$ cat config.mk
export PLATFORM = sky130hd
export DESIGN_NAME = pattern_index_decoder_flat
export DESIGN_NICKNAME = d
export VERILOG_FILES = /design/src/rtl/pattern_index_decoder_if.sv /design/src/rtl/pattern_index_decoder.sv /design/src/flat_wrapper.sv
export SDC_FILE = /design/constraint.sdc
export NUM_CORES = 1
export LEC_CHECK = 0
export CAP_MARGIN = 20
export CORE_MARGIN = 2
export CORE_UTILIZATION = 55
export DETAILED_ROUTE_END_ITERATION = 7
export PLACE_DENSITY_LB_ADDON = 0.2
export SETUP_SLACK_MARGIN = 0.05
export SLEW_MARGIN = 20
export SYNTH_ARGS = -nofsm -noshare
export SYNTH_HDL_FRONTEND = slang
export SYNTH_SLANG_ARGS = --single-unit
export TNS_END_PERCENT = 20
$ cat constraint.sdc
create_clock -name clk -period 4.45 [get_ports clk]
set_input_delay 0.445 -clock clk [delete_from_list [all_inputs] [get_ports clk]]
set_output_delay 0.445 -clock clk [all_outputs]
set_load 0.01 [all_outputs]
$ cat src/rtl/pattern_index_decoder_if.sv
// -----------------------------------------------------------------------------
// pattern_index_decoder_if
// Bundles the request and response handshakes of pattern_index_decoder.
//   in_valid  : a pattern is offered
//   in_ready  : the decoder can accept a pattern
//   in_pat    : pattern, bit k = encoder output fk
//   out_valid : result is held
//   out_ready : consumer takes the result
//   out_found : at least one code matched
//   out_index : lowest matching code, 0 when nothing matched
//   out_count : number of matching codes, 0..16
// Modports: slave = decoder side, master = producer/consumer side.
// -----------------------------------------------------------------------------
interface pattern_index_decoder_if #(
    parameter int PAT_W = 10,
    parameter int IDX_W = 4
);
    logic             in_valid;
    logic             in_ready;
    logic [PAT_W-1:0] in_pat;
    logic             out_valid;
    logic             out_ready;
    logic             out_found;
    logic [IDX_W-1:0] out_index;
    logic [IDX_W:0]   out_count;

    modport slave (
        input  in_valid, in_pat, out_ready,
        output in_ready, out_valid, out_found, out_index, out_count
    );

    modport master (
        output in_valid, in_pat, out_ready,
        input  in_ready, out_valid, out_found, out_index, out_count
    );
endinterface

$ cat src/rtl/pattern_index_decoder.sv
// -----------------------------------------------------------------------------
// pattern_index_decoder
// Inverse of the 4-bit -> 10-output note-pattern encoder. A captured pattern
// is compared against all 16 encoder codes, one per clock, and the block
// reports whether any code matched, the lowest matching code and how many
// codes matched (the encoding is not injective).
// Ports:
//   clk   : rising-edge clock
//   rst_n : synchronous reset, active-low
//   bus   : pattern_index_decoder_if.slave (in/out valid-ready handshakes,
//           in_pat, out_found, out_index, out_count)
// Parameters:
//   EARLY_EXIT : 0 = scan all 16 codes, 1 = stop at the first match
//   PAT_W/IDX_W: fixed at 10/4
// -----------------------------------------------------------------------------
module pattern_index_decoder #(
    parameter bit EARLY_EXIT = 1'b0,
    parameter int PAT_W      = 10,
    parameter int IDX_W      = 4
) (
    input  logic                    clk,
    input  logic                    rst_n,
    pattern_index_decoder_if.slave  bus
);

    typedef enum logic [1:0] {
        IDLE = 2'd0,
        SCAN = 2'd1,
        DONE = 2'd2
    } state_t;

    state_t           state_q, state_n;
    logic [PAT_W-1:0] pat_q, pat_n;
    logic [IDX_W-1:0] cnt_q, cnt_n;
    logic             found_q, found_n;
    logic [IDX_W-1:0] index_q, index_n;
    logic [IDX_W:0]   count_q, count_n;
    logic             match;

    // Encoder output pattern for each code.
    function automatic logic [PAT_W-1:0] code_rom(input logic [IDX_W-1:0] idx);
        case (idx)
            4'h0:    code_rom = 10'h020;
            4'h1:    code_rom = 10'h260;
            4'h2:    code_rom = 10'h260;
            4'h3:    code_rom = 10'h1F3;
            4'h4:    code_rom = 10'h220;
            4'h5:    code_rom = 10'h0C2;
            4'h6:    code_rom = 10'h089;
            4'h7:    code_rom = 10'h31F;
            4'h8:    code_rom = 10'h260;
            4'h9:    code_rom = 10'h089;
            4'hA:    code_rom = 10'h080;
            4'hB:    code_rom = 10'h31F;
            4'hC:    code_rom = 10'h0A3;
            4'hD:    code_rom = 10'h24F;
            4'hE:    code_rom = 10'h20F;
            default: code_rom = 10'h11F;
        endcase
    endfunction

    assign match = (code_rom(cnt_q) == pat_q);

    always_comb begin
        state_n = state_q;
        pat_n   = pat_q;
        cnt_n   = cnt_q;
        found_n = found_q;
        index_n = index_q;
        count_n = count_q;
        case (state_q)
            IDLE: begin
                if (bus.in_valid) begin
                    pat_n   = bus.in_pat;
                    cnt_n   = '0;
                    found_n = 1'b0;
                    index_n = '0;
                    count_n = '0;
                    state_n = SCAN;
                end
            end
            SCAN: begin
                if (match) begin
                    count_n = count_q + 1'b1;
                    if (!found_q) begin
                        found_n = 1'b1;
                        index_n = cnt_q;
                    end
                end
                // Code 15 is the last compare; the counter is held rather
                // than wrapped so no 17th compare can happen.
                if ((EARLY_EXIT && match) || (cnt_q == '1)) begin
                    state_n = DONE;
                end else begin
                    cnt_n = cnt_q + 1'b1;
                end
            end
            DONE: begin
                if (bus.out_ready) begin
                    state_n = IDLE;
                end
            end
            default: state_n = IDLE;
        endcase
    end

    always_ff @(posedge clk) begin
        if (!rst_n) begin
            state_q <= IDLE;
            pat_q   <= '0;
            cnt_q   <= '0;
            found_q <= 1'b0;
            index_q <= '0;
            count_q <= '0;
        end else begin
            state_q <= state_n;
            pat_q   <= pat_n;
            cnt_q   <= cnt_n;
            found_q <= found_n;
            index_q <= index_n;
            count_q <= count_n;
        end
    end

    assign bus.in_ready  = (state_q == IDLE);
    assign bus.out_valid = (state_q == DONE);
    assign bus.out_found = found_q;
    assign bus.out_index = index_q;
    assign bus.out_count = count_q;

endmodule
$ cat src/flat_wrapper.sv
// flat-port wrapper written by rule: the top's interface ports become plain ports
module pattern_index_decoder_flat 
#(
    parameter bit EARLY_EXIT = 1'b0,
    parameter int PAT_W      = 10,
    parameter int IDX_W      = 4
)
  (clk, rst_n, bus_in_valid, bus_in_pat, bus_out_ready, bus_in_ready, bus_out_valid, bus_out_found, bus_out_index, bus_out_count);
  pattern_index_decoder_if #(.PAT_W(PAT_W), .IDX_W(IDX_W)) bus_i ();
  input  logic clk;
  input  logic rst_n;
  input wire logic [$bits(bus_i.in_valid)-1:0] bus_in_valid;
  input wire logic [$bits(bus_i.in_pat)-1:0] bus_in_pat;
  input wire logic [$bits(bus_i.out_ready)-1:0] bus_out_ready;
  output wire logic [$bits(bus_i.in_ready)-1:0] bus_in_ready;
  output wire logic [$bits(bus_i.out_valid)-1:0] bus_out_valid;
  output wire logic [$bits(bus_i.out_found)-1:0] bus_out_found;
  output wire logic [$bits(bus_i.out_index)-1:0] bus_out_index;
  output wire logic [$bits(bus_i.out_count)-1:0] bus_out_count;
  assign bus_i.in_valid = bus_in_valid;
  assign bus_i.in_pat = bus_in_pat;
  assign bus_i.out_ready = bus_out_ready;
  assign bus_in_ready = bus_i.in_ready;
  assign bus_out_valid = bus_i.out_valid;
  assign bus_out_found = bus_i.out_found;
  assign bus_out_index = bus_i.out_index;
  assign bus_out_count = bus_i.out_count;
  pattern_index_decoder #(.EARLY_EXIT(EARLY_EXIT), .PAT_W(PAT_W), .IDX_W(IDX_W)) u_core (.clk(clk), .rst_n(rst_n), .bus(bus_i));
endmodule
==> flow_metrics.py <==
metrics = {
    "detailed_routing": {
        "drcViolationCount": 0,
        "first_pass_iters": 4,
        "dr_total_vias": 1401,
        "drt_iter0_drc": 88,
        "drtAntennaViolNets": 0,
        "avgViaCountPerCell": 5.43,
        "wirelength_um": 3460,
        "wire_per_inst_um": 13.4,
    },
    "placed_design": {
        "hpwlAfterDp_um": 2470,
        "placed_area_mm2": 0.00197,
        "post-place-ws_ns": 1.40,
        "dp_cells": 251,
        "port_buffers": 25,
        "globalplace.congestion": 0.811,
    },
    "timing": {
        "period_share_pct": 61.4,
        "hold_viol": 0,
        "grt_setup_unrepaired": "no",
        "worstMarginPinSlew_ns": 0.720,
        "slew_headroom_pct": 52.0,
        "setup_tns_ns": 0,
        "fin_skew_ns": 0.00462,
        "setup_viol": 0,
        "maxSlewViolCount": 0,
        "whs_ns": 0.472,
        "post-route-min-period_ns": 2.73,
        "fin_ws_ns": 1.72,
        "clock.fmax_ghz": 0.366,
    },
    "clocking": {
        "cts_root_buf": "clkbuf_4",
        "cts_resized": 0,
        "hold_buffers": 0,
        "clk_latency_ns": 0.33,
        "clk_pin_slew_ns": 0.10,
        "clk_path_buf_depth": 2,
        "cts_buffers": 5,
        "cts_sinks": 35,
        "htree_levels": 2,
        "post_cts_buffers": 0,
        "cts_tree": "done",
    },
    "floorplanning": {
        "fp.coreArea_mm2": 0.00303,
        "rows": 20,
        "die_h_um": 60.2,
        "initial_core_util_pct": 57.4,
        "io_pins": 26,
        "die_w_um": 60.2,
        "die_area_mm2": 0.00363,
    },
    "synth": {
        "ys_types": 46,
        "ys_ff_latch": 35,
        "syn_nets": 212,
        "synthArstFlopShare_pct": 0,
        "synthCells": 192,
        "synth_edf_count": 0,
        "yosys_warnings": 0,
        "synth-main-ff-cell": "dfxtp_1",
        "ys_seq_area_share_pct": 40.3,
        "synth_area_mm2": 0.00174,
        "yosysMostFrequentCell": "dfxtp_1",
        "synth_area_leaders": "dfxtp_1, nand2_1, mux2i_1",
        "syn_avg_cell_area_um2": 9.05,
        "synth_commonest_cells": "dfxtp_1, nand2_1, a21oi_1",
        "synth_top_area_share_pct": 40.3,
        "synth_top_area_cell": "dfxtp_1",
    },
    "global_route": {
        "antenna_found_initial": 0,
        "grt_pass1_wl_um": 5600,
        "grt_pass1_vias": 1305,
        "grt_start_max_net_pins": 22,
        "grtUsageTotal_pct": 20.9,
        "grt_overflow": 0,
    },
    "worst_setup_path": {
        "worst_ep_required_time_ns": 4.70,
        "worst_path_dominant_cell_family": "buffers and inverters",
        "cp.buffers_inverters": 3,
        "cp.arrival_ns": 2.98,
        "critPathCaptureType": "register",
        "cp_slowest_cell": "clkdlybuf4s50_1",
        "cp-start-kind": "primary input",
        "critical_path_class": "in2reg",
        "cp_slowest_stage_delay_ns": 0.74,
        "cp_cell_sequence": "clkdlybuf4s50_1 -> inv_1 -> or3_1 -> mux2i_1 -> buf_4 -> mux2_2 -> a211oi_1",
        "worst-path-max-fanout": 20,
    },
    "power": {
        "p_leak_nw": 0.790,
        "power_per_cell_area_mw_per_mm2": 288,
        "ir_worst_vdd_mv": 0.183,
        "p_total_uw": 582,
    },
    "cells_and_area": {
        "diodes": 0,
        "stdcell_count": 258,
        "drive_gt1_share_pct": 8.88,
        "final_core_util_pct": 66.8,
        "final_cell_area_mm2": 0.00202,
        "layout.nets": 234,
        "areaGrowthSynthToFinish_pct": 16.3,
    },
    "run": {
        "max-cap-violations": 0,
    },
    "run_status": {
        "status": "finished clean",
    },
    "worst_hold_path": {
        "hp-class": "reg2reg",
    },
}
-- layout by cell type (no fill, tap or decap), types with 2 or more instances in the layout --
| master | netlist | routed |
|---|---|---|
| nor3b_1 | 2 | 2 |
| or4_1 | 2 | 2 |
| nor2b_1 | 4 | 4 |
| o21ai_0 | 3 | 3 |
| buf_4 | 3 | 2 |
| xor2_1 | 7 | 7 |
| mux2i_1 | 9 | 9 |
| ha_1 | 6 | 6 |
| clkbuf_4 | 0 | 5 |
| dfxtp_1 | 35 | 35 |
| xnor2_1 | 4 | 4 |
| a21oi_1 | 15 | 15 |
| or3_1 | 2 | 2 |
| nor3_1 | 2 | 2 |
| nand2_1 | 30 | 30 |
| inv_1 | 10 | 10 |
| and4_4 | 2 | 2 |
| clkdlybuf4s50_1 | 0 | 25 |
| a31oi_1 | 3 | 3 |
| nand2b_1 | 2 | 2 |
| a211oi_1 | 2 | 2 |
| nand3_1 | 14 | 14 |
| nor2_1 | 5 | 5 |
-- path summary, 6_finish.rpt --
| path | start | endpoint | slack, ns | depth (start not counted) |
|---|---|---|---|---|
| max | rst_n | register | 1.72 | 7 |
| min | u_core.bus.out_index[1]$_SDFFE_PN0P_ | u_core.bus.out_index[1]$_SDFFE_PN0P_ | 0.47 | 2 |
| max reg2reg | u_core.state_q[0]$_SDFFE_PN0P_ | register | 1.78 | 5 |
| min reg2reg | u_core.bus.out_index[1]$_SDFFE_PN0P_ | u_core.bus.out_index[1]$_SDFFE_PN0P_ | 0.47 | 2 |
-- worst register-to-register path, stage by stage, from the launching register on --
cell and delay [ns]:
dfxtp_1 0.58, nor2b_1 0.59, nand2b_1 0.19, a311oi_4 0.68, xor2_1 0.24, a221oi_1 0.30
-- power breakdown --
part           switching [mW]  total, mW  internal, mW  leakage [nW]
registers             0.00984      0.333         0.323         0.285
logic                  0.0400     0.0742        0.0342         0.471
clock network           0.102      0.175        0.0732        0.0341
total                   0.152      0.582         0.431         0.790
-- layer usage --
layer	part of all wire, %	global-route usage [%]	vias up
met4	1.4	7.30	0
met3	4.3	6.28	5
met2	49	34.9	28
met1	45	25.4	659
li1	-	-	709
met5	0	0	-
-- area by class of cell --
| type | instances | area (µm²) |
|---|---|---|
| Sequential cell | 35 | 701 |
| Inverter | 10 | 37.5 |
| Clock buffer | 6 | 51.3 |
| Timing Repair Buffer | 27 | 265 |
| Fill cell | 264 | 1010 |
| Clock inverter | 1 | 5.00 |
| Tap cell | 44 | 55.1 |
| Multi-Input combinational cell | 135 | 907 |
-- kinds of logic (layout without fill, tap and decap cells) --
logic type | count (synthesis) | after routing | synth area share [%]
AOI/OAI and AO/OA | 33 | 33 | 13.2
xor gates and xnor gates | 11 | 11 | 5.54
adders and majority gates | 6 | 6 | 4.32
buffers and inverters | 22 | 44 | 7.49
DFF | 35 | 35 | 40.3
muxes | 11 | 11 | 6.48
and+or+nand+nor | 74 | 74 | 22.7
No activity file was read; power rests on OpenSTA's default activity.
